--- src/rtl/cpu_step_controller_if.sv ---
// Signal bundle between the step controller and the board/CPU side: raw operator
// inputs and the current PC come in, the advance strobe and debug status go out.
interface cpu_step_controller_if #(
    parameter int PC_W = 32
);
    logic            step_btn_n;
    logic            run_sw;
    logic            bp_en;
    logic [PC_W-1:0] bp_addr;
    logic [PC_W-1:0] pc;
    logic            cpu_step;
    logic            halted;
    logic [1:0]      mode;
    logic [31:0]     step_count;

    // cpu_step is a one-cycle strobe with no ready: the CPU advances exactly once
    // per cycle it is high. pc is expected to change only after such a strobe.
    modport master (
        output step_btn_n, run_sw, bp_en, bp_addr, pc,
        input  cpu_step, halted, mode, step_count
    );

    modport slave (
        input  step_btn_n, run_sw, bp_en, bp_addr, pc,
        output cpu_step, halted, mode, step_count
    );
endinterface

--- src/rtl/cpu_step_controller.sv ---
// CPU advance-pulse generator: debounced single-step button, divided free-run,
// and halt-on-breakpoint with press-to-continue.

module cpu_step_debounce #(
    parameter int CYCLES = 500000
) (
    input  logic clk,
    input  logic reset,
    input  logic raw,
    output logic level
);
    localparam int CW = (CYCLES > 1) ? $clog2(CYCLES) : 1;

    logic          meta;
    logic          sync;
    logic [CW-1:0] cnt;

    // Counter tracks how long the synced level has disagreed with the accepted one.
    always_ff @(posedge clk or posedge reset) begin
        if (reset) begin
            meta  <= 1'b0;
            sync  <= 1'b0;
            cnt   <= '0;
            level <= 1'b0;
        end else begin
            meta <= raw;
            sync <= meta;
            if (sync == level) begin
                cnt <= '0;
            end else if (cnt == CW'(CYCLES - 1)) begin
                level <= sync;
                cnt   <= '0;
            end else begin
                cnt <= cnt + CW'(1);
            end
        end
    end
endmodule

module cpu_step_controller #(
    parameter int DEBOUNCE_CYCLES = 500000,
    parameter int RUN_DIV         = 5000000,
    parameter int PC_W            = 32
) (
    input  logic                 clk,
    input  logic                 reset,
    cpu_step_controller_if.slave bus
);
    localparam int DW = (RUN_DIV > 1) ? $clog2(RUN_DIV) : 1;

    localparam logic [1:0] ST_IDLE = 2'b00;
    localparam logic [1:0] ST_RUN  = 2'b01;
    localparam logic [1:0] ST_HALT = 2'b10;

    logic          btn_level;
    logic          btn_level_q;
    logic          run_level;
    logic          press;
    logic          bp_hit;
    logic [1:0]    state;
    logic [1:0]    state_nxt;
    logic [DW-1:0] div;
    logic [DW-1:0] div_nxt;
    logic          step_nxt;
    logic          step_q;
    logic          halted_q;
    logic [31:0]   count_q;

    // Button is inverted before synchronizing so reset-cleared flops mean "released".
    cpu_step_debounce #(.CYCLES(DEBOUNCE_CYCLES)) u_btn_db (
        .clk   (clk),
        .reset (reset),
        .raw   (~bus.step_btn_n),
        .level (btn_level)
    );

    cpu_step_debounce #(.CYCLES(DEBOUNCE_CYCLES)) u_run_db (
        .clk   (clk),
        .reset (reset),
        .raw   (bus.run_sw),
        .level (run_level)
    );

    always_ff @(posedge clk or posedge reset) begin
        if (reset) begin
            btn_level_q <= 1'b0;
        end else begin
            btn_level_q <= btn_level;
        end
    end

    assign press  = btn_level & ~btn_level_q;
    assign bp_hit = bus.bp_en && (PC_W'(bus.pc) == PC_W'(bus.bp_addr));

    // A low run switch outranks terminal count, breakpoint and press alike.
    always_comb begin
        state_nxt = state;
        div_nxt   = div;
        step_nxt  = 1'b0;
        case (state)
            ST_IDLE: begin
                if (press) begin
                    step_nxt = 1'b1;
                end
                if (run_level) begin
                    state_nxt = ST_RUN;
                    div_nxt   = '0;
                end
            end
            ST_RUN: begin
                if (!run_level) begin
                    state_nxt = ST_IDLE;
                    div_nxt   = '0;
                end else if (div == DW'(RUN_DIV - 1)) begin
                    div_nxt = '0;
                    if (bp_hit) begin
                        state_nxt = ST_HALT;
                    end else begin
                        step_nxt = 1'b1;
                    end
                end else begin
                    div_nxt = div + DW'(1);
                end
            end
            ST_HALT: begin
                if (!run_level) begin
                    state_nxt = ST_IDLE;
                    div_nxt   = '0;
                end else if (press) begin
                    step_nxt  = 1'b1;
                    state_nxt = ST_RUN;
                    div_nxt   = '0;
                end
            end
            default: begin
                state_nxt = ST_IDLE;
                div_nxt   = '0;
            end
        endcase
    end

    always_ff @(posedge clk or posedge reset) begin
        if (reset) begin
            state    <= ST_IDLE;
            div      <= '0;
            step_q   <= 1'b0;
            halted_q <= 1'b0;
            count_q  <= '0;
        end else begin
            state    <= state_nxt;
            div      <= div_nxt;
            step_q   <= step_nxt;
            halted_q <= (state_nxt == ST_HALT);
            count_q  <= count_q + {31'd0, step_nxt};
        end
    end

    // The state register doubles as the exported mode so debug views see it directly.
    assign bus.cpu_step   = step_q;
    assign bus.halted     = halted_q;
    assign bus.mode       = state;
    assign bus.step_count = count_q;
endmodule

--- src/flat_wrapper.sv ---
// flat-port wrapper written by rule: the top's interface ports become plain ports
module cpu_step_controller_flat 
#(
    parameter int DEBOUNCE_CYCLES = 500000,
    parameter int RUN_DIV         = 5000000,
    parameter int PC_W            = 32
)
  (clk, reset, bus_step_btn_n, bus_run_sw, bus_bp_en, bus_bp_addr, bus_pc, bus_cpu_step, bus_halted, bus_mode, bus_step_count);
  cpu_step_controller_if #(.PC_W(PC_W)) bus_i ();
  input  logic clk;
  input  logic reset;
  input wire logic [$bits(bus_i.step_btn_n)-1:0] bus_step_btn_n;
  input wire logic [$bits(bus_i.run_sw)-1:0] bus_run_sw;
  input wire logic [$bits(bus_i.bp_en)-1:0] bus_bp_en;
  input wire logic [$bits(bus_i.bp_addr)-1:0] bus_bp_addr;
  input wire logic [$bits(bus_i.pc)-1:0] bus_pc;
  output wire logic [$bits(bus_i.cpu_step)-1:0] bus_cpu_step;
  output wire logic [$bits(bus_i.halted)-1:0] bus_halted;
  output wire logic [$bits(bus_i.mode)-1:0] bus_mode;
  output wire logic [$bits(bus_i.step_count)-1:0] bus_step_count;
  assign bus_i.step_btn_n = bus_step_btn_n;
  assign bus_i.run_sw = bus_run_sw;
  assign bus_i.bp_en = bus_bp_en;
  assign bus_i.bp_addr = bus_bp_addr;
  assign bus_i.pc = bus_pc;
  assign bus_cpu_step = bus_i.cpu_step;
  assign bus_halted = bus_i.halted;
  assign bus_mode = bus_i.mode;
  assign bus_step_count = bus_i.step_count;
  cpu_step_controller #(.DEBOUNCE_CYCLES(DEBOUNCE_CYCLES), .RUN_DIV(RUN_DIV), .PC_W(PC_W)) u_core (.clk(clk), .reset(reset), .bus(bus_i));
endmodule
--- config.mk ---
export PLATFORM = sky130hd
export DESIGN_NAME = cpu_step_controller_flat
export DESIGN_NICKNAME = d
export VERILOG_FILES = /design/src/rtl/cpu_step_controller_if.sv /design/src/rtl/cpu_step_controller.sv /design/src/flat_wrapper.sv
export SDC_FILE = /design/constraint.sdc
export NUM_CORES = 1
export LEC_CHECK = 0
export BUFFER_PORTS_ARGS = -buffer_cell sky130_fd_sc_hd__buf_2
export CELL_PAD_IN_SITES_DETAIL_PLACEMENT = 2
export CELL_PAD_IN_SITES_GLOBAL_PLACEMENT = 2
export CORE_UTILIZATION = 32
export CTS_CLUSTER_SIZE = 28
export DETAILED_ROUTE_END_ITERATION = 10
export MAX_ROUTING_LAYER = met4
export PLACE_DENSITY = 0.88
export SLEW_MARGIN = 40
export SYNTH_ARGS = -nofsm -noshare
export SYNTH_HDL_FRONTEND = slang
export SYNTH_HIERARCHICAL = 1
export SYNTH_SLANG_ARGS = --single-unit
export TNS_END_PERCENT = 50
--- constraint.sdc ---
create_clock -name clk -period 2.9 [get_ports clk]
set_input_delay 0.58 -clock clk [delete_from_list [all_inputs] [get_ports clk]]
set_output_delay 0.58 -clock clk [all_outputs]
set_load 0.02 [all_outputs]
==> metrics.txt <==
Slew @ Worst Pin 549 ps; Worst Hold Margin 272 ps; initial antenna violation count 0; area leader, netlist dfrtp_1; vias in the first global route 5,529; Hold WC Path Type input pin to async pin; core area 16,800 µm²; Worst Path Required 3170 ps; Slew HR 63.4%; HPWL Detailed 13,200 µm; Num CTS Buffers 9; Crit Path Class flop to flop; share of cells above drive strength 1 30.8%; Setup crit start kind flop; dpl cells 899; average size of a mapped cell 10.2 µm²; fin. max-slew vios 0; EDFF count, synth 0; Worst-path clk slew 80 ps; clk buf depth 2; Distinct cells, synth 60; Pre-antenna DRT Iters 5; leakage 3.31 nW; Max Used Layer met4; diode count 0; IO Pins 105; worst vdd ir 0.000332 V; total track usage 21.6%; met2 WL 10,800 µm; H-tree Lvls 3; status complete, but fails checks; clk sink count 104; RSZ-0062 raised after global routing yes; final core occ 42.0%; Synthesis Warnings 6; Final #Nets 776; final clock skew 11.6 ps; initial DRC count 167; Placer Congestion 0.847; post-route setup slack -226 ps; Slowest-stage cell, CP dfrtp_1; top cell type's share of synthesized area 46.7%; largest net degree at the start of global routing 25; Worst Path Max Fanout 4; Netlist Area Pre-Place 5570 µm²; Synth area leaders dfrtp_1, xnor2_1, xor2_1; vias per cell 5.29; CP Launch Point u_core/div[16]; Arr. time, crit path 3390 ps; DRT met1 WL 7270 µm; worst flop-to-flop path startpoint u_core/div[16]; Area Growth Syn to Fin 26.2%; WL per Instance 21.0 µm; via count 4,873; ys async rst share 100%; CTS tree done; met3 WL 581 µm; max_cap viols 0; Hold Vio Cnt, Final 0; antenna-violating nets left 0; Final period util 108%; WL final 19,300 µm; global-route wire length before repair 29,200 µm; Die W 134 µm; CP Cell Sequence nand4b_1, nor4_4, nand4_2, o31a_1, a311oi_2, ha_2, ha_4, and3_4, nor3b_4, nand3_2, xnor2_2; power density of the placed cells 402 nW/µm²; non-filler cells, final 922; number of port buffers 104; # fillers 1,803; failing checks setup timing; Clock Latency Late Sink 370 ps; DP Area 6630 µm²; Top FF cell, synth dfrtp_1; Cell Rows 47; minimum clock period after layout 3130 ps; Mapped Nets 622; Starting Density 33.2%; final instance area 7030 µm²; Die Y 134 µm; Final Setup Violations 25; pre-CTS setup slack -219 ps; clock root buffer clkbuf_16; Setup TNS -3120 ps; DRC 0; Final Power 2.83 mW; post-synthesis sequential area ratio 46.7%; Max Freq 320 MHz; GR Overflow Total 0; #FFs+latches synth 104; peak per-stage delay on the critical path 400 ps; crit path capture type flop; synthesized netlist cell count 544; die area 17,900 µm²
## report_power, final
| part | internal, mW | total [mW] | switching (mW) |
|---|---|---|---|
| Clock | 0.592 | 1.20 | 0.609 |
| Sequential | 1.46 | 1.47 | 0.00969 |
| Combinational | 0.0697 | 0.159 | 0.0897 |
| Total | 2.12 | 2.83 | 0.708 |
## kinds of logic (layout without fill, tap and decap cells)
group / Yosys count / after routing / synth area share (%)
AND/OR/NAND/NOR: 248 / 248 / 25.4
multiplexers: 3 / 3 / 0.719
flip-flops: 104 / 104 / 46.7
XOR/XNOR: 103 / 103 / 16.2
adder cells (fa/ha/maj): 9 / 9 / 2.02
AO/OA/AOI/OAI: 44 / 44 / 5.77
buffers and inverters: 33 / 191 / 3.21
## final timing paths
path | cells after the start | slack [ps] | endpoint
max in group asynchronous | 3 | 1910 | u_core/bus.step_count[21]
min in group clk | 1 | 320 | u_core/u_run_db/meta
worst min-delay path | 2 | 270 | u_core/u_run_db/cnt[2]
worst max register to register | 11 | -230 | u_core/bus.step_count[28]
worst max-delay path | 11 | -230 | u_core/bus.step_count[28]
worst min register to register | 0 | 350 | u_core/u_run_db/sync
## registers in the layout (all words and copies together) (netlist names)
register               count
u_core/bus.step_count     32
u_core/div                23
u_core/u_btn_db/cnt       19
u_core/u_run_db/cnt       19
u_core/bus.mode            2
u_core/btn_level_q         1
u_core/bus.cpu_step        1
u_core/bus.halted          1
u_core/u_btn_db/level      1
u_core/u_btn_db/meta       1
u_core/u_btn_db/sync       1
u_core/u_run_db/level      1
u_core/u_run_db/meta       1
u_core/u_run_db/sync       1
## per-layer routing
metal	track usage [%]	vias to the layer above
met1	22.1	2513
li1	-	2219
met3	4.57	53
met5	-	-
met2	40.6	88
met4	7.07	0
## Yosys cell counts (all sizes together) (2+ instances only)
cell type and instances:
nand2b 4, nor2 65, and4 13, a21bo 2
and2 5, o31ai 2, o2bb2ai 3, and3 12
ha 9, inv 20, nor3 16, o21ai 7
or4b 4, mux2 2, xor2 43, or2 4
nor4b 2, dfrtp 104, a21oi 13, o41ai 2
a31oi 2, or4 5, nor4 11, a311oi 2
nand4 26, nor3b 3, nand4b 5, clkbuf 5
nand3 36, nand2 33, buf 8, a31o 2
xnor2 60, or3 3
## layout by cell type, fill, tap and decap left out, types with 4 or more instances in the layout
| cell type | synthesis | routed |
|---|---|---|
| nand3_1 | 35 | 33 |
| nand2_1 | 33 | 32 |
| xor2_1 | 43 | 43 |
| or4b_1 | 4 | 4 |
| nor3_1 | 11 | 10 |
| nor4_1 | 9 | 8 |
| clkbuf_16 | 0 | 9 |
| nor2_1 | 64 | 62 |
| dfrtp_1 | 104 | 102 |
| and4_1 | 9 | 9 |
| ha_1 | 9 | 7 |
| nand2b_1 | 4 | 4 |
| nand4_1 | 25 | 25 |
| nand4b_1 | 5 | 5 |
| o21ai_0 | 7 | 7 |
| nor3_2 | 5 | 5 |
| buf_4 | 0 | 50 |
| xnor2_1 | 60 | 58 |
| and4_2 | 4 | 4 |
| inv_1 | 20 | 17 |
| and3_1 | 12 | 11 |
| a21oi_1 | 12 | 12 |
| buf_2 | 4 | 104 |
## critical path, delay by kind of cell, from the launching register on
kind	cells	cell delay (ps)
XOR/XNOR	1	150
AND/OR/NAND/NOR	6	1390
AO/OA/AOI/OAI	2	600
flip-flops	1	400
adder cells (fa/ha/maj)	2	470
## what timing repair did
item / 4_1_cts / 5_1_grt
pin swaps: 2 / 8
hold buffers: 0 / 0
endpoints found under the setup margin: 15 / 24
buffers inserted: 4 / 5
gates resized for setup: 3 / 10
## layout make-up
class	instances	area [µm²]	share of cell area, %
Timing Repair Buffer	156	918	13.1
Sequential cell	104	2610	37.0
Inverter	20	75.1	1.07
Multi-Input combinational cell	407	2880	41.0
Clock inverter	6	52.6	0.747
Clock buffer	9	225	3.20
Tap cell	220	275	3.91
Power figures use the tool's default switching activity.
